File: src/rtl/mux3_bus_arbiter.sv
// Round-robin arbiter for three requesters sharing one 32-bit path through a 3:1 mux.
// Drives the mux select directly (11 = idle); grants are held until done, request drop, or hold limit.
module mux3_bus_arbiter #(
  parameter int unsigned MAX_HOLD = 16,
  parameter int unsigned CNT_W    = 5
) (
  input  logic       clk,
  input  logic       rst_n,
  input  logic [2:0] req,
  input  logic       done,
  output logic [2:0] gnt,
  output logic [1:0] sel,
  output logic       busy,
  output logic       timeout
);

  typedef enum logic {IDLE, GRANT} state_t;

  localparam logic [1:0]       SEL_IDLE = 2'b11;
  localparam logic [CNT_W-1:0] LIMIT    = (MAX_HOLD == 0) ? '0 : CNT_W'(MAX_HOLD - 1);

  state_t           state_q, state_d;
  logic [1:0]       owner_q, owner_d;
  logic [1:0]       last_q, last_d;
  logic [CNT_W-1:0] cnt_q, cnt_d;
  logic [2:0]       gnt_q, gnt_d;
  logic [1:0]       sel_q, sel_d;
  logic             timeout_q, timeout_d;
  logic             force_rel;
  logic             release_grant;
  logic [2:0]       arb_mask;
  logic [2:0]       pick;

  // Returns {valid, index}; scans from last+1 with wrap so 'last' has lowest priority.
  function automatic logic [2:0] rr_pick(input logic [2:0] mask, input logic [1:0] last);
    logic [2:0] r;
    logic [1:0] idx;
    r = 3'b000;
    for (int off = 3; off >= 1; off--) begin
      idx = 2'((int'(last) + off) % 3);
      if (mask[idx]) r = {1'b1, idx};
    end
    return r;
  endfunction

  always_ff @(posedge clk or negedge rst_n) begin
    if (!rst_n) begin
      state_q   <= IDLE;
      owner_q   <= 2'd0;
      last_q    <= 2'd2;
      cnt_q     <= '0;
      gnt_q     <= 3'b000;
      sel_q     <= SEL_IDLE;
      timeout_q <= 1'b0;
    end else begin
      state_q   <= state_d;
      owner_q   <= owner_d;
      last_q    <= last_d;
      cnt_q     <= cnt_d;
      gnt_q     <= gnt_d;
      sel_q     <= sel_d;
      timeout_q <= timeout_d;
    end
  end

  always_comb begin
    state_d       = state_q;
    owner_d       = owner_q;
    last_d        = last_q;
    cnt_d         = cnt_q;
    force_rel     = 1'b0;
    release_grant = 1'b0;
    arb_mask      = req;
    pick          = 3'b000;
    case (state_q)
      IDLE: begin
        pick = rr_pick(req, last_q);
        if (pick[2]) begin
          state_d = GRANT;
          owner_d = pick[1:0];
          cnt_d   = '0;
        end
      end
      default: begin
        if (done) begin
          release_grant = 1'b1;
        end else if (!req[owner_q]) begin
          release_grant = 1'b1;
        end else if ((MAX_HOLD != 0) && (cnt_q == LIMIT)) begin
          release_grant = 1'b1;
          force_rel     = 1'b1;
          // A timed-out owner may not win the arbitration its own release triggers.
          arb_mask[owner_q] = 1'b0;
        end else begin
          cnt_d = cnt_q + CNT_W'(1);
        end
        if (release_grant) begin
          last_d = owner_q;
          cnt_d  = '0;
          pick   = rr_pick(arb_mask, owner_q);
          if (pick[2]) begin
            owner_d = pick[1:0];
          end else begin
            state_d = IDLE;
          end
        end
      end
    endcase
  end

  always_comb begin
    gnt_d     = 3'b000;
    sel_d     = SEL_IDLE;
    timeout_d = force_rel;
    if (state_d == GRANT) begin
      gnt_d = 3'b001 << owner_d;
      sel_d = owner_d;
    end
  end

  assign gnt     = gnt_q;
  assign sel     = sel_q;
  assign busy    = |gnt_q;
  assign timeout = timeout_q;

endmodule

File: config.mk
export PLATFORM = sky130hd
export DESIGN_NAME = mux3_bus_arbiter
export DESIGN_NICKNAME = d
export VERILOG_FILES = /design/src/rtl/mux3_bus_arbiter.sv
export SDC_FILE = /design/constraint.sdc
export NUM_CORES = 1
export LEC_CHECK = 0
export CORE_MARGIN = 5
export CORE_UTILIZATION = 55
export DETAILED_ROUTE_END_ITERATION = 8
export GPL_TIMING_DRIVEN = 1
export HOLD_SLACK_MARGIN = 0.05
export PLACE_DENSITY_LB_ADDON = 0.25
export SYNTH_ARGS = -nofsm -noshare
export SYNTH_HDL_FRONTEND = slang
export SYNTH_SLANG_ARGS = --single-unit
File: constraint.sdc
create_clock -name clk -period 6.4 [get_ports clk]
set_clock_uncertainty 0.2 [all_clocks]
set_input_delay 1.28 -clock clk [delete_from_list [all_inputs] [get_ports clk]]
set_output_delay 1.28 -clock clk [all_outputs]
set_load 0.02 [all_outputs]
==> flow_metrics.py, run 1 <==
metrics = {
    "clocking": {
        "clock_latency_ns": 0.29,
        "path_clk_slew_ns": 0.09,
        "cts_buffers": 3,
        "cts-root-buf": "clkbuf_4",
        "cts_setup_buffers": 0,
        "cts_tree": "done",
        "clock_sinks": 16,
        "cts-resized-gates": 0,
        "cts_htree_levels": 1,
        "ctsHoldBuffers": 0,
        "clockBufferDepth": 2,
    },
    "global_routing": {
        "first_global_vias": 1211,
        "grt_max_degree": 17,
        "grt_pass1_wl_um": 5370,
        "grt_remaining_overflow": 0,
        "antenna_found_initial": 0,
        "track_usage_pct": 18.8,
    },
    "flow_run": {
        "max_cap_violations": 0,
    },
    "route": {
        "wire_per_inst_um": 16.9,
        "drt_iter0_markers": 54,
        "drt_first_pass_iters": 4,
        "drc": 0,
        "wl_um": 3190,
        "vias_per_cell": 6.38,
        "via_count": 1206,
        "drtAntennaViolNets": 0,
    },
    "final_layout": {
        "final_util_pct": 64.2,
        "area_growth_pct": 9.67,
        "diodes": 0,
        "finalNetCount": 177,
        "fill_cells": 214,
        "drive_gt1_share_pct": 15.1,
    },
    "timing": {
        "fmax_mhz": 245,
        "fin_crit_sh_pct": 63.9,
        "finalSetupViolations": 0,
        "rsz0062_at_grt": "false",
        "finalHoldViolCount": 0,
        "fin_setup_tns_ns": 0,
        "drv_slew": 0,
        "relSlewSlack_pct": 18.4,
        "worst_pin_slew_ns": 1.22,
        "min_period_ns": 4.09,
    },
    "yosys": {
        "netlist_instances": 151,
        "synth_warnings": 0,
        "yosysSeqAreaShare_pct": 27.6,
        "synth.distinct_cells": 58,
        "synth_edf_count": 0,
        "postSynthAreaPerCell_um2": 9.69,
        "ys_ff_latch": 16,
        "syn_nets": 168,
        "ys.flop_type": "dfrtp_1",
        "synthArstFlopShare_pct": 100,
        "syn_area_mm2": 0.00146,
    },
    "hold_path": {
        "worstHoldPathType": "register to register",
    },
    "setup_path": {
        "cp_max_fo": 12,
        "required_ns": 6.40,
        "arrival_ns": 4.09,
        "crit_type": "input pin to register",
        "start_kind": "input pin",
        "cp-end-kind": "register",
    },
    "placed_design": {
        "gp_congestion": 0.874,
        "port_buffers": 12,
        "dp_hpwl_um": 2380,
    },
    "outcome": {
        "status": "finished clean",
    },
    "floorplan": {
        "start_util_pct": 58.5,
        "die_h_um": 61.6,
        "coreArea_mm2": 0.00250,
        "io_pins": 13,
        "die_area_mm2": 0.00379,
        "rows": 18,
        "die_x_um": 61.6,
    },
    "power_and_ir_drop": {
        "max-vdd-ir-drop_mv": 0.283,
        "p_leak_nw": 0.638,
        "power.density_mw_per_mm2": 406,
    },
}
-- power breakdown --
part           switching (W)  internal, W   total, W
Combinational       0.000227     0.000175   0.000402
Sequential         0.0000442     0.000138   0.000183
Clock              0.0000318    0.0000347  0.0000665
Total               0.000303     0.000348   0.000652
-- cell usage in the layout (no fill, tap or decap), types with 2 or more instances in the layout --
cell type / Yosys / routed
nand2_1: 11 / 11
nor3_1: 4 / 4
dfrtp_1: 13 / 13
nand3b_1: 3 / 3
and3_1: 2 / 2
nand4bb_1: 2 / 2
clkbuf_4: 0 / 3
nor2b_1: 3 / 3
o211ai_1: 2 / 2
nand2b_1: 3 / 3
o21ai_0: 13 / 13
ha_1: 11 / 11
nand3_1: 3 / 3
dfstp_2: 3 / 3
and3b_1: 3 / 3
a31oi_1: 2 / 2
mux2i_1: 2 / 2
nor2_1: 4 / 4
a21oi_1: 4 / 4
a31oi_4: 2 / 2
inv_1: 11 / 11
o211ai_2: 2 / 2
a21oi_2: 2 / 2
nor4b_2: 2 / 2
o21bai_1: 2 / 2
clkdlybuf4s50_1: 0 / 12
or3_1: 2 / 2
a211oi_1: 2 / 2
nor3b_1: 3 / 3
-- worst paths after layout --
path	endpoint	depth (start not counted)	slack, ns	from
worst max-delay path	gnt[2]	7	2.31	req[1]
worst min-delay path	cnt_q[4]	2	0.30	cnt_q[4]
worst max register to register	gnt[2]	8	3.18	last_q[0]
worst min register to register	cnt_q[4]	2	0.30	cnt_q[4]
max in group asynchronous	gnt[2]	1	4.37	rst_n
min in group asynchronous	owner_q[0]	1	1.20	rst_n
-- flip-flops by register name (all words and copies together), names as in the netlist --
signal   cells
state_q      1
gnt          3
last_q       2
sel          2
cnt_q        5
timeout      1
owner_q      2
-- critical path: stages --
cell and delay [ns]:
clkdlybuf4s50_1 0.66, and3b_1 0.33, a2111o_1 0.38, nor3_1 0.96, nand2_1 0.14, nand3_1 0.14, nor4b_2 0.19
-- cells by family after synthesis --
family          synth area share, %
compound gates                 28.3
fa+ha+maj                      10.1
buf+inv                        6.42
flops                          27.6
mux                            2.39
simple gates                   25.2
-- stage by stage --
stage | setup WS (ns) | hold WS [ns] | cell area (um^2) | power, W | cells
floorplan | 3.44 | 0.237 | 1460 | 0.000485 | 151
global placement | 2.22 | 0.262 | 1570 | 0.000566 | 185
detailed placement | 2.06 | 0.277 | 1570 | 0.000582 | 185
CTS | 2.32 | 0.298 | 1600 | 0.000652 | 189
global route | 2.14 | 0.333 | 1600 | 0.000702 | 189
finish | 2.31 | 0.296 | 1600 | 0.000652 | 189
-- metal layers --
metal / part of all wire, % / global-route usage (%) / up-vias
li1: - / - / 582
met1: 45 / 24.4 / 599
met2: 51 / 30.8 / 21
met3: 2.9 / 4.19 / 4
met4: 1.2 / 6.36 / 0
met5: 0 / 0 / -
-- cell usage after synthesis, types with 3 or more instances --
cell type | instances | area [um^2]
inv_1 | 11 | 41.3
nor2b_1 | 3 | 18.8
nand3_1 | 3 | 15.0
o21ai_0 | 13 | 65.1
dfstp_2 | 3 | 78.8
a21oi_1 | 4 | 20.0
nand3b_1 | 3 | 22.5
nand2b_1 | 3 | 18.8
buf_2 | 3 | 15.0
nor3_1 | 4 | 20.0
nand2_1 | 11 | 41.3
nor2_1 | 4 | 15.0
dfrtp_1 | 13 | 325
nor3b_1 | 3 | 22.5
and3b_1 | 3 | 26.3
ha_1 | 11 | 138
-- final cells by class --
class | count | area, um^2 | share of cell area, %
multi-input cells | 116 | 965 | 60.1
flip-flops and latches | 16 | 404 | 25.2
repair buffers | 12 | 120 | 7.49
inverters | 11 | 41.3 | 2.57
well taps | 30 | 37.5 | 2.34
clock buffers | 4 | 36.3 | 2.26
Note: power is estimated with default switching activity, not from simulation.
==> run 2: changes to the inputs <==
==> constraint.sdc (replaced) <==
create_clock -name clk -period 4.2 [get_ports clk]
set_clock_uncertainty 0.2 [all_clocks]
set_input_delay 0.84 -clock clk [delete_from_list [all_inputs] [get_ports clk]]
set_output_delay 0.84 -clock clk [all_outputs]
set_load 0.02 [all_outputs]
==> run 2 against run 1 <==
Via count rose by 0.50%. Core utilization up 0.20 points. Die area is the same. Combinational power increased by 52%. Sequential cell count stayed put. Critical path type is now register to register. Sequential share of layout area shrank 0.078 points. Clock power up 21%. Hold slack lost 0.014 ns. First-iteration DRC count decreased by 24%. Highest routed layer unchanged.
==> flow_metrics.py, run 2 (synthesized netlist as in run 1, its figures left out) <==
metrics = {
    "outcome": {
        "status": "finished clean",
    },
    "global_routing": {
        "grt_remaining_overflow": 0,
        "antenna_found_initial": 0,
        "first_global_vias": 1232,
        "track_usage_pct": 19.1,
        "grt_max_degree": 17,
        "grt_pass1_wl_um": 5400,
    },
    "clocking": {
        "clock_latency_ns": 0.28,
        "clockBufferDepth": 2,
        "path_clk_slew_ns": 0.09,
        "clock_sinks": 16,
        "cts_buffers": 3,
        "cts-root-buf": "clkbuf_4",
        "ctsHoldBuffers": 0,
        "cts_htree_levels": 1,
        "cts_tree": "done",
        "cts_setup_buffers": 0,
        "cts-resized-gates": 0,
    },
    "final_layout": {
        "final_util_pct": 64.4,
        "finalNetCount": 179,
        "drive_gt1_share_pct": 15.5,
        "area_growth_pct": 10.0,
        "layout_common_cells": "o21ai_0, dfrtp_1, clkdlybuf4s50_1",
        "diodes": 0,
        "largest_register_ff_count": 5,
        "regMostFlops": "cnt_q",
    },
    "route": {
        "wl_um": 3100,
        "drc": 0,
        "drt_first_pass_iters": 4,
        "vias_per_cell": 6.35,
        "drt_iter0_markers": 41,
        "wire_per_inst_um": 16.2,
        "via_count": 1212,
        "drtAntennaViolNets": 0,
    },
    "setup_path": {
        "start_kind": "register",
        "reg2reg_slack_ns": 1.10,
        "cp_max_fo": 15,
        "endpoint": "gnt[2]",
        "crit_type": "register to register",
        "r2r_end": "gnt[2]",
        "arrival_ns": 3.08,
        "r2r_start": "owner_q[0]",
        "r2r_cells": 8,
        "cp-end-kind": "register",
        "startpoint": "owner_q[0]",
        "required_ns": 4.18,
    },
    "timing": {
        "relSlewSlack_pct": 54.7,
        "min_period_ns": 3.10,
        "fmax_mhz": 322,
        "rsz0062_at_grt": "false",
        "finalSetupViolations": 0,
        "fin_setup_tns_ns": 0,
        "worst_pin_slew_ns": 0.678,
        "fin_crit_sh_pct": 73.8,
        "drv_slew": 0,
        "finalHoldViolCount": 0,
        "setup_ws_ns": 1.10,
    },
    "floorplan": {
        "io_pins": 13,
        "die_x_um": 61.6,
        "rows": 18,
        "die_h_um": 61.6,
        "coreArea_mm2": 0.00250,
        "die_area_mm2": 0.00379,
        "start_util_pct": 58.5,
    },
    "placed_design": {
        "dp_hpwl_um": 2370,
        "dp_slack_ns": 0.858,
        "port_buffers": 12,
        "gp_congestion": 0.824,
    },
    "power_and_ir_drop": {
        "power.density_mw_per_mm2": 603,
        "p_leak_nw": 0.643,
        "totalPowerFinal_w": 0.000971,
        "max-vdd-ir-drop_mv": 0.433,
    },
    "flow_run": {
        "max_cap_violations": 0,
    },
    "hold_path": {
        "worstHoldPathType": "register to register",
    },
}
## run 2: through the flow
stage,hold WS [ns],instances,area [um^2]
3_5_place_dp,0.267,187,1580
5_1_grt,0.314,191,1610
4_1_cts,0.285,191,1610
3_3_place_gp,0.261,187,1580
2_1_floorplan,0.237,151,1460
6_report,0.282,191,1610
## run 2: cell type report
cell class / count / area [um^2]
Inverter: 11 / 41.3
Tap cell: 30 / 37.5
Clock buffer: 4 / 26.3
Fill cell: 195 / 891
Sequential cell: 16 / 404
Multi-Input combinational cell: 116 / 965
Timing Repair Buffer: 14 / 135
## run 2: worst max-delay path: stages, from the launching register on
cell      delay, ns
dfrtp_1        0.66
inv_1          0.25
ha_1           0.42
nor3b_1        0.46
a21boi_0       0.18
o21ai_0        0.30
o211ai_1       0.17
nand3_1        0.13
nor4b_2        0.22
## run 2: worst min path at each step
stage / cells past startpoint / from / endpoint
final: 1 / cnt_q[3] / cnt_q[3]
after global routing: 1 / cnt_q[3] / cnt_q[3]
after CTS: 1 / cnt_q[3] / cnt_q[3]
after detailed placement: 1 / cnt_q[3] / cnt_q[3]
after global placement: 1 / cnt_q[3] / cnt_q[3]
after floorplan: 1 / cnt_q[3] / cnt_q[3]
## run 2: routing by layer
| layer | part of all wire (%) | vias to the layer above | track usage, % |
|---|---|---|---|
| met5 | 0 | - | 0 |
| met4 | 0.78 | 0 | 5.45 |
| met3 | 5.7 | 5 | 5.66 |
| met2 | 51 | 33 | 32.7 |
| met1 | 43 | 585 | 23.1 |
| li1 | - | 589 | - |
## run 2: report_power, final
group,total [W],internal [W],switching [W]
Combinational,0.000611,0.000270,0.000340
Sequential,0.000280,0.000211,0.0000689
Clock,0.0000806,0.0000369,0.0000438
Total,0.000971,0.000518,0.000453
